### config.mk
export PLATFORM = sky130hd
export DESIGN_NAME = imm_gen_pipe
export DESIGN_NICKNAME = d
export VERILOG_FILES = /design/src/rtl/imm_gen_pipe.sv
export SDC_FILE = /design/constraint.sdc
export NUM_CORES = 1
export LEC_CHECK = 0
export ABC_AREA = 0
export CORE_ASPECT_RATIO = 0.7
export CORE_MARGIN = 1.5
export CORE_UTILIZATION = 50
export CTS_CLUSTER_DIAMETER = 150
export CTS_CLUSTER_SIZE = 8
export DETAILED_ROUTE_END_ITERATION = 8
export PLACE_DENSITY = 0.79
export SLEW_MARGIN = 20
export SYNTH_ARGS = -nofsm -noshare
export SYNTH_HDL_FRONTEND = slang
export SYNTH_SLANG_ARGS = --single-unit
### constraint.sdc
create_clock -name clk -period 2 [get_ports clk]
set_input_delay 0.4 -clock clk [delete_from_list [all_inputs] [get_ports clk]]
set_output_delay 0.4 -clock clk [all_outputs]
set_load 0.01 [all_outputs]
### src/rtl/imm_gen_pipe.sv
// imm_gen_pipe: registered RV immediate generator for the decode stage.
// Extracts and sign-extends I/S/B/U/J immediates to XLEN bits, carries a
// sideband tag and flags unsupported ImmSrc codes. A main slot drives the
// outputs and a skid slot absorbs one extra beat, so in_ready can be a pure
// register while still sustaining one instruction per cycle.
// Optional feature: define IMM_GEN_ZICSR_EN to decode ImmSrc 011 as the
// zero-extended CSR uimm (Z-type); otherwise 011 is reported as illegal.
module imm_gen_pipe #(
   parameter int XLEN  = 32,
   parameter int TAG_W = 5
) (
   input  logic             clk,
   input  logic             rst_n,
   input  logic             flush,
   input  logic             in_valid,
   output logic             in_ready,
   input  logic [31:0]      in_inst,
   input  logic [2:0]       in_imm_src,
   input  logic [TAG_W-1:0] in_tag,
   output logic             out_valid,
   input  logic             out_ready,
   output logic [XLEN-1:0]  out_imm,
   output logic [TAG_W-1:0] out_tag,
   output logic             out_illegal
);

   generate
      if (XLEN != 32 && XLEN != 64) begin : g_bad_xlen
         $error("imm_gen_pipe: XLEN must be 32 or 64");
      end
   endgenerate

   typedef enum logic [1:0] {
      EMPTY = 2'd0,
      ONE   = 2'd1,
      FULL  = 2'd2
   } occ_t;

   occ_t             state_q;
   occ_t             state_d;

   logic             accept;
   logic             drain;
   logic             load_m;
   logic             load_k;
   logic             move_k;

   logic [XLEN-1:0]  dec_imm;
   logic             dec_ill;

   logic [XLEN-1:0]  m_imm;
   logic [TAG_W-1:0] m_tag;
   logic             m_ill;
   logic [XLEN-1:0]  k_imm;
   logic [TAG_W-1:0] k_tag;
   logic             k_ill;

   // Opcode field plays no part in any immediate format.
   logic             unused_opcode;
   assign unused_opcode = ^in_inst[6:0];

   // Both handshake outputs come straight from the occupancy register.
   assign in_ready  = (state_q != FULL);
   assign out_valid = (state_q != EMPTY);
   assign accept    = in_valid & in_ready;
   assign drain     = out_valid & out_ready;

   assign out_imm     = m_imm;
   assign out_tag     = m_tag;
   assign out_illegal = m_ill;

   // Combinational decode of the incoming instruction into an XLEN immediate.
   always_comb begin
      dec_imm = '0;
      dec_ill = 1'b0;
      case (in_imm_src)
         3'b000:  dec_imm = {{(XLEN-12){in_inst[31]}}, in_inst[31:20]};
         3'b001:  dec_imm = {{(XLEN-12){in_inst[31]}}, in_inst[31:25], in_inst[11:7]};
         3'b101:  dec_imm = {{(XLEN-12){in_inst[31]}}, in_inst[7], in_inst[30:25],
                             in_inst[11:8], 1'b0};
         3'b010:  dec_imm = {{(XLEN-31){in_inst[31]}}, in_inst[30:12], 12'b0};
         3'b110:  dec_imm = {{(XLEN-20){in_inst[31]}}, in_inst[19:12], in_inst[20],
                             in_inst[30:21], 1'b0};
`ifdef IMM_GEN_ZICSR_EN
         3'b011:  dec_imm = {{(XLEN-5){1'b0}}, in_inst[19:15]};
`endif
         default: dec_ill = 1'b1;
      endcase
   end

   // Occupancy state register; reset empties both slots immediately.
   always_ff @(posedge clk or negedge rst_n) begin
      if (!rst_n) begin
         state_q <= EMPTY;
      end else begin
         state_q <= state_d;
      end
   end

   // Next occupancy from accept/drain; flush overrides everything.
   always_comb begin
      state_d = state_q;
      if (flush) begin
         state_d = EMPTY;
      end else begin
         case (state_q)
            EMPTY: if (accept) state_d = ONE;
            ONE: begin
               if (accept && !drain) begin
                  state_d = FULL;
               end else if (!accept && drain) begin
                  state_d = EMPTY;
               end
            end
            FULL:    if (drain) state_d = ONE;
            default: state_d = EMPTY;
         endcase
      end
   end

   // Slot load enables: which slot captures the decode, or skid-to-main move.
   always_comb begin
      load_m = 1'b0;
      load_k = 1'b0;
      move_k = 1'b0;
      if (!flush) begin
         case (state_q)
            EMPTY: load_m = accept;
            ONE: begin
               load_m = accept & drain;
               load_k = accept & ~drain;
            end
            FULL:    move_k = drain;
            default: ;
         endcase
      end
   end

   // Main slot data: fresh decode, or the older skid entry when draining from FULL.
   always_ff @(posedge clk or negedge rst_n) begin
      if (!rst_n) begin
         m_imm <= '0;
         m_tag <= '0;
         m_ill <= 1'b0;
      end else if (load_m) begin
         m_imm <= dec_imm;
         m_tag <= in_tag;
         m_ill <= dec_ill;
      end else if (move_k) begin
         m_imm <= k_imm;
         m_tag <= k_tag;
         m_ill <= k_ill;
      end
   end

   // Skid slot data: captures the decode when main is held under back-pressure.
   always_ff @(posedge clk or negedge rst_n) begin
      if (!rst_n) begin
         k_imm <= '0;
         k_tag <= '0;
         k_ill <= 1'b0;
      end else if (load_k) begin
         k_imm <= dec_imm;
         k_tag <= in_tag;
         k_ill <= dec_ill;
      end
   end

endmodule

* Word-level counts from Yosys, hierarchy flattened
Cells that the tools add are included.
Word-level totals: word-level logic and storage cells 52, register bits after elaboration 78, input port bits 45
Cells by class: bitwise gates (word level) 5, multiplexer cells 20, eq/ne operators 10, reduce and logical (&&, ||, !) cells 10
Operator list (count):
- one-hot mux 32 bit (5 select lines) | 1
- 2-to-1 mux 32 bit | 2
- 2-to-1 mux 2 bit | 5
- 2-to-1 mux 5 bit | 2
- 2-to-1 mux 1 bit | 8
- equality test 3 bit (second input constant) | 2
- != test 3 bit (second input constant) | 2
- one-hot mux 2 bit (3 select lines) | 1
- OR reduction 5 bit | 1
- AND 1 bit | 4
- != test 4 bit (second input constant) | 1
- nonzero test 2 bit | 2
- equality test 3 x 1 -> 1 bit (second input constant) | 1
- equality test 3 x 2 -> 1 bit (second input constant) | 1
- logical NOT 3 bit | 1
- AND reduction 3 bit | 1
- equality test 2 x 1 -> 1 bit (second input constant) | 1
- equality test 2 bit (second input constant) | 1
- logical AND 1 bit | 2
- logical NOT 1 bit | 2
- logical NOT 2 bit | 1
- != test 2 bit (second input constant) | 1
- one-hot mux 1 bit (2 select lines) | 1
- NOT 1 bit | 1

* Longest topological paths before layout
depth after elaboration 8, depth in mapped cells 8

* Least setup slack after synthesis
OpenSTA, ideal clock, no wires.
kind input to register, start input port in_imm_src[1], end register m_imm[18] (netlist: out_imm[18]), data arrival time 1766 ps, path buffers 2, stages 7, slack 108 ps, path through inv_1 > ha_1 > clkbuf_1 > o21ai_1 > clkbuf_1 > a21oi_1 > a221o_1
Between the ends: cells in the longest elaborated chain, start to end 3, elaborated cells between the ends (all ways) 7, those cells by class 4 x eq/ne; 2 x mux; 1 x reduce/logical
Ends and longest elaborated chain:
- start: declaration | RTL line 18 | input logic [2:0] in_imm_src,
- equality test 3 bit, or another cell as far along | RTL line 76 | case (in_imm_src)
- one-hot mux 32 bit (5 select lines) (*) | RTL line 76
- 2-to-1 mux 32 bit (*) | RTL line 145 | end else if (load_m) begin
- end signal: assignment | RTL line 146 | m_imm <= dec_imm;
- end signal: assignment | RTL line 150 | m_imm <= k_imm;
- end: declaration | RTL line 51 | logic [XLEN-1:0] m_imm;
Mark *: on every way between the ends. The rest lies on a longest branch, timed or not. A chain may end at the register's enable or synchronous reset.

* Worst setup path in the final report
start register state_q[0], end output port in_ready
Between the ends: cells in the longest elaborated chain, start to end 1
Ends and longest elaborated chain:
- start: declaration | RTL line 39 | occ_t state_q;
- start signal: assignment | RTL line 96 | state_q <= state_d;
- != test 2 bit | RTL line 63 | assign in_ready = (state_q != FULL);
- end: declaration | RTL line 16 | output logic in_ready,
No other way between the ends.

==> flow_summary.rst <==
.. list-table::
   :header-rows: 1

   * - Metric
     - Value
   * - Run status
     - complete, no violations
   * - Final worst hold slack
     - 0.0000620 ns
   * - Worst Setup EP
     - in_ready
   * - Number of antenna cells inserted
     - 0
   * - Post-route DRC
     - 0
   * - Detailed-router iteration count before antenna repair
     - 5
   * - Most common cell after layout, fill and taps aside
     - nand2_1
   * - Clk sinks
     - 78
   * - Register clock-pin slew on the reported worst setup and hold paths
     - 0.08 ns
   * - I/O Buffers
     - 77
   * - Final wirelength
     - 10100 um
   * - Library cell used as clock root buffer
     - clkbuf_8
   * - TritonCTS clock tree
     - built
   * - Switch Pwr
     - 0.00122 W
   * - Part of the total power dissipated in the clock network
     - 33.4%
   * - Area of the die
     - 0.00794 mm^2
   * - WS Path Type
     - flip-flop to output port
   * - Top-level port count
     - 85
   * - Latest clock arrival within the worst-skew pair
     - 0.37 ns
   * - Biggest fanout along the worst timing path
     - 5
   * - Syn Inst Count
     - 366
   * - Setup Total Neg Slack
     - 0 ns
   * - Synthesized Nets
     - 414
   * - Count of cell types in the netlist
     - 37
   * - Average wire per cell in the routed design
     - 17.7 um
   * - Reg2reg end
     - k_imm[12]
   * - Switch share
     - 26.5%
   * - Fraction of layout instances using a drive strength above 1
     - 18.5%
   * - Routability cong.
     - 0.873
   * - Die height
     - 75.0 um
   * - Remaining Overflow, GRT
     - 0
   * - Placement row count
     - 26
   * - CTS Buffer Depth
     - 2
   * - Avg Synthesized Cell Area
     - 10.1 um^2
   * - Startpoint type of the worst setup path
     - flip-flop
   * - Register area
     - 0.00195 mm^2
   * - Per-cell via count in the routed design
     - 5.83
   * - Fmax
     - 522 MHz
   * - Total power divided by cell area
     - 886 mW/mm^2
   * - Initial core utilization
     - 51.3%
   * - H-tree Lvls
     - 3
   * - Part of the power in combinational logic
     - 22.7%
   * - Depth of the most critical reg-to-reg path
     - 4
   * - HPWL Detailed
     - 6730 um
   * - Slew Limit Headroom
     - 65.6%
   * - Core Box Area
     - 0.00722 mm^2
   * - Final Max Tran Viols
     - 0
   * - Area growth, synth to finish
     - 41.0%
   * - Static power due to leakage
     - 2.46 nW
   * - Part of the power in registers
     - 43.9%
   * - Critical R2R Launch
     - state_q[1]
   * - Multi-input gate area in the final layout
     - 0.00166 mm^2
   * - Worst setup skew after layout
     - 0.0134 ns
   * - Wire length of the first global-routing pass
     - 16200 um
   * - Standard cell area after detailed placement
     - 0.00486 mm^2
   * - Required time worst endpoint
     - 1.60 ns
   * - Via count of the first global-routing pass
     - 3228
   * - ANT nets after route
     - 0
   * - Pin count of the biggest net entering global routing
     - 41
   * - Total of warnings raised by yosys
     - 0
   * - Final Core Density
     - 72.3%
   * - Worst-case register-to-register setup slack
     - 0.24 ns
   * - Worst IR drop on VDD
     - 0.597 mV
   * - Final design instance area without fill
     - 0.00522 mm^2
   * - Detailed router's first-iteration violation count
     - 243
   * - Floorplan die width
     - 106 um
   * - Endpoint type of the worst setup path
     - output port
   * - Total of max-cap violations
     - 0
   * - Count of filler cells inserted in the layout
     - 531
   * - Post-Synthesis Cell Area
     - 0.00370 mm^2
   * - Transition time of the tightest slew-check pin
     - 0.516 ns
   * - Number of nets in the final layout
     - 518
   * - Vias
     - 3338
   * - Antenna violations before repair
     - 0
   * - Post-route minimum period
     - 1.91 ns
   * - Path class of the lowest-slack min-delay path
     - primary input to asynchronous set/reset pin
   * - Hold Vio Cnt, Final
     - 0
   * - Internal power of the cells
     - 0.00340 W
   * - Start point of the critical path
     - state_q[0]
   * - Top library cells by usage in the layout, fill and taps aside
     - nand2_1, dfrtp_1, clkdlybuf4s50_1
   * - Data arrival time of the critical path
     - 1.51 ns
   * - Clock buffer count from CTS
     - 9
   * - Register area share after synthesis
     - 52.7%
   * - Total routing resource utilization after global routing
     - 27.2%
   * - Count of hold buffers inserted by post-cts repair
     - 0
   * - Unrepaired setup endpoints after global routing
     - false
   * - Final period util
     - 95.7%
   * - Number of storage elements in the synthesis netlist
     - 78
   * - Setup-violating endpoint count in the final report
     - 0
## power groups by stage
stage / logic, W / registers, W / clock network, W
after floorplan: 0.000417 / 0.00207 / 0
after global placement: 0.000991 / 0.00204 / 0
after detailed placement: 0.00103 / 0.00205 / 0
after CTS: 0.00105 / 0.00203 / 0.00156
after global routing: 0.00114 / 0.00206 / 0.00163
final: 0.00105 / 0.00203 / 0.00154
## cells in the mapped netlist
| library cell | n | area [um^2] |
|---|---|---|
| a2bb2oi_1 | 1 | 8.76 |
| ha_1 | 3 | 37.5 |
| nand4b_1 | 1 | 8.76 |
| buf_6 | 1 | 11.3 |
| nor2_2 | 1 | 6.26 |
| or2_1 | 1 | 6.26 |
| o21ai_1 | 8 | 40.0 |
| clkbuf_1 | 16 | 60.1 |
| o21ai_0 | 22 | 110 |
| or2_2 | 1 | 6.26 |
| and3b_1 | 1 | 8.76 |
| a31oi_1 | 1 | 6.26 |
| mux2_2 | 13 | 146 |
| and3_1 | 6 | 37.5 |
| nor2_1 | 8 | 30.0 |
| nand3_1 | 14 | 70.1 |
| nor3b_2 | 1 | 12.5 |
| nand2b_1 | 4 | 25.0 |
| buf_2 | 9 | 45.0 |
| a22o_1 | 8 | 70.1 |
| o2111ai_1 | 1 | 8.76 |
| nor3_4 | 1 | 16.3 |
| a221o_1 | 28 | 280 |
| a21o_1 | 11 | 82.6 |
| a21oi_1 | 13 | 65.1 |
| nand2_1 | 83 | 312 |
| a22oi_1 | 5 | 37.5 |
| mux2i_1 | 13 | 130 |
| buf_4 | 1 | 7.51 |
| buf_1 | 1 | 3.75 |
| dfrtp_1 | 78 | 1950 |
| nor2b_1 | 2 | 12.5 |
| a211oi_1 | 1 | 7.51 |
| inv_1 | 5 | 18.8 |
| o32a_1 | 1 | 10.0 |
| nor3b_1 | 1 | 7.51 |
| or3_1 | 1 | 6.26 |
## worst min-delay path by stage
stage,start,endpoint,slack [ns],cells after the start
floorplan,rst_n,k_ill,0.10,0
global placement,rst_n,out_imm[16],0.41,1
detailed placement,rst_n,k_imm[16],0.41,1
CTS,rst_n,out_imm[16],0.01,1
global route,rst_n,k_imm[16],0.02,1
finish,rst_n,out_imm[16],0.00006,1
## layer usage
| metal | GRT usage (%) | share of wire [%] | vias up |
|---|---|---|---|
| met5 | 0 | 0 | - |
| met4 | 8.26 | 1.9 | 0 |
| met3 | 8.23 | 7.5 | 28 |
| met2 | 46.1 | 48 | 162 |
| met1 | 34.3 | 42 | 1625 |
| li1 | - | - | 1523 |
## final cells by class
cell class	count	area share, %
Clock inverter	6	2.56
Sequential cell	78	37.4
Multi-Input combinational cell	255	31.7
Clock buffer	10	2.44
Timing Repair Buffer	121	23.1
Inverter	5	0.359
Tap cell	98	2.35
## registers in the layout, summed over array words and instances, names as in the netlist
name / flops
k_ill: 1
out_tag: 5
out_illegal: 1
out_imm: 32
state_q: 2
k_tag: 5
k_imm: 32
## what timing repair did
item / CTS / global route
pin swaps: 1 / 0
resized for setup: 9 / 8
setup endpoints to repair: 25 / 35
gates cloned: 1 / 1
buffers inserted: 3 / 1
## cell families after synthesis
family	share of synthesized area, %
multiplexers	7.46
buffers and inverters	3.95
flip-flops	52.7
adder cells (fa/ha/maj)	1.01
AO/OA/AOI/OAI	19.6
AND/OR/NAND/NOR	15.3
## critical path: stages (launching register included)
cell and delay (ns):
dfrtp_1 0.42, nand2b_2 0.23, clkdlybuf4s50_1 0.50
## metrics by stage
stage          worst slack (ns)  std cells  total power (W)
2_1_floorplan             0.108        366          0.00249
3_3_place_gp             -0.896        550          0.00303
3_5_place_dp             -0.477        551          0.00308
4_1_cts                0.000893        571          0.00464
5_1_grt                  0.0334        573          0.00484
6_report                 0.0855        573          0.00463
Note: power is estimated with default switching activity, not from simulation.
